**config.mk**
```make
export PLATFORM = sky130hd
export DESIGN_NAME = adc_sample_packer
export DESIGN_NICKNAME = d
export VERILOG_FILES = /design/src/rtl/adc_sample_packer.sv
export SDC_FILE = /design/constraint.sdc
export NUM_CORES = 1
export LEC_CHECK = 0
export ABC_AREA = 1
export BUFFER_PORTS_ARGS = -buffer_cell sky130_fd_sc_hd__clkbuf_2
export CAP_MARGIN = 20
export CELL_PAD_IN_SITES_DETAIL_PLACEMENT = 1
export CELL_PAD_IN_SITES_GLOBAL_PLACEMENT = 1
export CORE_AREA = 5 5 132 134
export DETAILED_ROUTE_END_ITERATION = 8
export DIE_AREA = 0 0 137 139
export MAX_ROUTING_LAYER = met4
export PLACE_DENSITY_LB_ADDON = 0.15
export SETUP_SLACK_MARGIN = 0.1
export SYNTH_ARGS = -nofsm -noshare
export SYNTH_HDL_FRONTEND = slang
export SYNTH_SLANG_ARGS = --single-unit
```
**constraint.sdc**
```tcl
create_clock -name clk -period 4.2 [get_ports clk]
set_input_delay 0.84 -clock clk [delete_from_list [all_inputs] [get_ports clk]]
set_output_delay 0.84 -clock clk [all_outputs]
set_load 0.03 [all_outputs]
```
**src/rtl/adc_sample_packer.sv**
```systemverilog
// adc_sample_packer
// Registers the AD9226 sample bus, keeps 1 of every decim+1 samples, packs
// SAMPLES_PER_WORD kept samples (sample 0 in the LSBs) into one FIFO word and
// pulses write_enabled for one cycle per completed word. Words completed while
// the FIFO reports full are counted as dropped. Out-of-range on a kept sample
// is latched for the status path.
// DATA_WIDTH is expected to equal SAMPLE_WIDTH*SAMPLES_PER_WORD, with
// SAMPLES_PER_WORD >= 2.
module adc_sample_packer #(
   parameter int SAMPLE_WIDTH     = 12,
   parameter int SAMPLES_PER_WORD = 4,
   parameter int DATA_WIDTH       = 48,
   parameter int DECIM_WIDTH      = 16,
   parameter int OVF_WIDTH        = 16
) (
   input  logic                    clk,
   input  logic                    rst,
   input  logic                    enable,
   input  logic [SAMPLE_WIDTH-1:0] adc_data,
   input  logic                    adc_otr,
   input  logic [DECIM_WIDTH-1:0]  decim,
   input  logic                    fifo_full,
   input  logic                    clr_status,
   output logic [DATA_WIDTH-1:0]   data_out,
   output logic                    write_enabled,
   output logic [OVF_WIDTH-1:0]    overflow_count,
   output logic                    overflow_sticky,
   output logic                    otr_sticky
);

   localparam int IDX_W = (SAMPLES_PER_WORD > 1) ? $clog2(SAMPLES_PER_WORD) : 1;
   localparam logic [IDX_W-1:0] LAST_IDX = IDX_W'(SAMPLES_PER_WORD - 1);

   logic [SAMPLE_WIDTH-1:0] adc_q;
   logic                    otr_q;
   logic [DECIM_WIDTH-1:0]  dcnt_q, dcnt_d;
   logic [IDX_W-1:0]        idx_q, idx_d;
   logic [DATA_WIDTH-1:0]   buf_q, buf_d;
   logic [DATA_WIDTH-1:0]   dout_q, dout_d;
   logic                    we_q, we_d;
   logic [OVF_WIDTH-1:0]    ovf_cnt_q, ovf_cnt_d;
   logic                    ovf_stk_q, ovf_stk_d;
   logic                    otr_stk_q, otr_stk_d;
   logic                    accept;

   // Input register: capture the ADC bus on every edge regardless of enable
   always_ff @(posedge clk or posedge rst) begin
      if (rst) begin
         adc_q <= '0;
         otr_q <= 1'b0;
      end else begin
         adc_q <= adc_data;
         otr_q <= adc_otr;
      end
   end

   assign accept = enable && (dcnt_q == '0);

   // Next state: decimation, packing, word completion and status bookkeeping
   always_comb begin
      dcnt_d    = dcnt_q;
      idx_d     = idx_q;
      buf_d     = buf_q;
      dout_d    = dout_q;
      we_d      = 1'b0;
      ovf_cnt_d = ovf_cnt_q;
      ovf_stk_d = ovf_stk_q;
      otr_stk_d = otr_stk_q;

      // Clear first so that a set event on the same edge wins
      if (clr_status) begin
         ovf_cnt_d = '0;
         ovf_stk_d = 1'b0;
         otr_stk_d = 1'b0;
      end

      if (!enable) begin
         // Discard any partial word; the next enabled edge starts at sample 0
         dcnt_d = '0;
         idx_d  = '0;
         buf_d  = '0;
      end else begin
         // >= so that lowering decim mid-run wraps immediately
         dcnt_d = (dcnt_q >= decim) ? '0 : dcnt_q + 1'b1;
         if (accept) begin
            if (otr_q) otr_stk_d = 1'b1;
            if (idx_q == LAST_IDX) begin
               dout_d = {adc_q, buf_q[DATA_WIDTH-SAMPLE_WIDTH-1:0]};
               idx_d  = '0;
               if (fifo_full) begin
                  ovf_stk_d = 1'b1;
                  if (ovf_cnt_d != '1) ovf_cnt_d = ovf_cnt_d + 1'b1;
               end else begin
                  we_d = 1'b1;
               end
            end else begin
               for (int k = 0; k < SAMPLES_PER_WORD - 1; k++)
                  if (idx_q == IDX_W'(k)) buf_d[k*SAMPLE_WIDTH +: SAMPLE_WIDTH] = adc_q;
               idx_d = idx_q + 1'b1;
            end
         end
      end
   end

   // State and registered outputs
   always_ff @(posedge clk or posedge rst) begin
      if (rst) begin
         dcnt_q    <= '0;
         idx_q     <= '0;
         buf_q     <= '0;
         dout_q    <= '0;
         we_q      <= 1'b0;
         ovf_cnt_q <= '0;
         ovf_stk_q <= 1'b0;
         otr_stk_q <= 1'b0;
      end else begin
         dcnt_q    <= dcnt_d;
         idx_q     <= idx_d;
         buf_q     <= buf_d;
         dout_q    <= dout_d;
         we_q      <= we_d;
         ovf_cnt_q <= ovf_cnt_d;
         ovf_stk_q <= ovf_stk_d;
         otr_stk_q <= otr_stk_d;
      end
   end

   assign data_out        = dout_q;
   assign write_enabled   = we_q;
   assign overflow_count  = ovf_cnt_q;
   assign overflow_sticky = ovf_stk_q;
   assign otr_sticky      = otr_stk_q;

endmodule
```
==> results.yml <==
clock_tree:
  cts_tree: "yes"
  root_buffer: "clkbuf_16"
  htree_levels: 4
  cts.path.max_buffers: 2
  cts.sinks: 134
  post_cts_buffers: 0
  cts_buffers: 17
  clk_pin_slew_ns: 0.06
  ctsHoldBuffers: 0
  clk_latency_ns: 0.41
  post_cts_resized: 0
route:
  wire_per_inst_um: 15.23
  drt-pass1-iter-count: 4
  routed_wl_mm: 15.46
  drc: 0
  drtIter0Drc: 195
  viasPerCell: 4.681
  ant_nets: 0
  num_vias: 4751
worst_setup_path:
  r2r-start: "dcnt_q[0]"
  crit_chain: "clkbuf_2 > nand2_4 > inv_2 > nand3_2 > inv_2 > nand2_1 > nand2_1"
  worstPathArrival_ns: 2.90
  worstSetupStartpointType: "input port"
  worst-path-max-fanout: 48
  timing.reg2reg.setup_slack_ns: 1.71
  cpPeakStageDelay_ns: 0.77
  timing_worst_setup_path_type: "in2reg"
  startpoint: "enable"
  cp_slowest_cell: "inv_2"
  required_ns: 4.55
  critical_path.endpoint_type: "register"
synthesis:
  synth_mux_area_share_pct: 0
  synthSimpleGateAreaFrac_pct: 25.85
  synth_top_family_by_area: "simple AND/OR/NAND/NOR gates"
  synth_seq_cells: 134
  synth-compound-area-share_pct: 5.614
  avgSynthCellArea_sq_um: 9.045
  synth_xor_area_share_pct: 2.990
  synth_fp_nets: 737
  ys_seq_area_share_pct: 54.52
  syn_area_sq_mm: 0.006151
  synth.distinct_cells: 32
  yosysWarnings: 0
  syn_inst: 680
  synth_fa_ha_area_share_pct: 4.679
floorplanning:
  io_pins: 101
  die_h_um: 139
  initial_core_util_pct: 38.03
  rows: 47
  core_sq_mm: 0.01617
  die_area_sq_mm: 0.01904
  die_w_um: 137
sta:
  fin_crit_sh_pct: 60.70
  max_freq_mhz: 392.3
  finalWorstSetupSlack_ns: 1.651
  holdWs_ns: 0.3793
  relSlewSlack_pct: 46.26
  maxSlewViolCount: 0
  period_minus_slack_ns: 2.549
  finalSetupTns_ns: 0
  finalClockSkew_ns: 0.009245
  tightest_slew_ns: 0.8050
  setup-violations-final: 0
  hold_viol_final: 0
  rsz0062_at_grt: "no"
job:
  maxCapViolCount: 0
min_path:
  hold_class: "in2async"
global_routing:
  grt_max_degree: 72
  grt_antenna_before_repair: 0
  top_usage_layer: "met2"
  grt_util_all_layers_pct: 17.85
  use_met2_pct: 26.98
  grt_pass1_vias: 5220
  grt_pass1_wl_mm: 26.45
  globalRouteMet1Util_pct: 24.24
  use_met3_pct: 3.266
  grt.overflow.total: 0
place:
  gp_congestion: 0.7837
  post-place-ws_ns: 1.193
  io_buffer_count: 100
  placedCellCount: 983
  place_hpwl_mm: 11.14
  placed_cell_area_sq_mm: 0.006819
final_layout:
  layout.nets: 839
  seqCellArea_sq_mm: 0.003353
  final_common_cell: "nand2_1"
  mostFrequentLayoutCells: "247 x nand2_1, 134 x dfrtp_1, 100 x clkbuf_2, 53 x inv_1, 46 x nor2_1"
  num-fill-cells: 1929
  diodes: 0
  drive_above_1_share_pct: 23.02
  fin_area_sq_mm: 0.007420
  multiInputGateArea_sq_mm: 0.002407
  finalNonFillerCells: 1015
  area_growth_syn_to_layout_pct: 20.63
pwr:
  leakage_uw: 0.003901
  ir_drop_mv: 0.3180
  power.density_mw_per_mm2: 511.1
outcome:
  outcome: "completed"
-- registers in the layout, indices dropped and copies added, names as in the netlist --
| register | count |
|---|---|
| write_enabled | 1 |
| overflow_sticky | 1 |
| data_out | 48 |
| buf_q | 36 |
| adc_q | 12 |
| otr_q | 1 |
| idx_q | 2 |
| dcnt_q | 16 |
| overflow_count | 16 |
| otr_sticky | 1 |
-- stage by stage --
step | utilization, % | total power (uW)
global placement | 42.17 | 2293
CTS | 45.88 | 3852
floorplan | - | 2089
global route | 45.88 | 3987
detailed placement | 42.17 | 2318
finish | 45.88 | 3792
-- Yosys cell counts, drive strengths merged --
master  instances  area [sq um]
nor2           70         342.8
o21bai          1         7.510
clkbuf          4         15.01
nand2         255         982.2
xnor2           7         61.31
nor3            5         35.03
xor2           14         122.6
o21ai          42         225.2
ha             23         287.8
bufinv          1         17.52
dfrtp         134          3353
buf            16         131.4
nand3b          4         30.03
a22o            1         8.760
o211ai          3         63.81
nand4          12         90.09
nand3          21         110.1
a21oi           8         40.04
inv            58         217.7
clkinv          1         8.760
-- worst paths after layout --
| check | endpoint | cells after the start |
|---|---|---|
| worst max register to register | data_out[14] | 8 |
| worst max-delay path | data_out[14] | 7 |
| min in group clk | otr_sticky | 1 |
| worst min-delay path | buf_q[30] | 2 |
| worst min register to register | otr_sticky | 1 |
| max in group asynchronous | idx_q[0] | 3 |
-- metal layers --
| metal | vias to the layer above | wire length, um | part of all wire [%] |
|---|---|---|---|
| met3 | 19 | 476 | 3.1 |
| met5 | - | 0 | 0 |
| li1 | 2340 | - | - |
| met1 | 2311 | 7417 | 48 |
| met2 | 81 | 7258 | 47 |
| met4 | 0 | 306 | 2.0 |
-- final cells by class --
cell class	instances	area share, %
clock inverter	12	2.074
sequential	134	45.19
multi-input combinational	466	32.45
tap	220	3.710
clock buffer	20	6.020
inverter	60	3.339
timing repair buffer	103	7.218
-- cell families (layout without fill, tap and decap cells) --
family,after synthesis,in the layout
XOR/XNOR,21,21
AND/OR/NAND/NOR,367,367
flip-flops,134,134
adder cells (fa/ha/maj),23,23
buffers and inverters,80,195
AO/OA/AOI/OAI,55,55
-- power by group --
part | leakage (uW) | internal (uW) | switching (uW)
Clock | 0.000298 | 949 | 562
Sequential | 0.00179 | 1480 | 116
Combinational | 0.00181 | 194 | 493
Total | 0.00390 | 2620 | 1170
-- critical path: cells and delay by family --
| family | cells | cell delay (ns) |
|---|---|---|
| buf+inv | 3 | 1.21 |
| simple gates | 4 | 0.82 |
(Power assumes the default switching activity.)
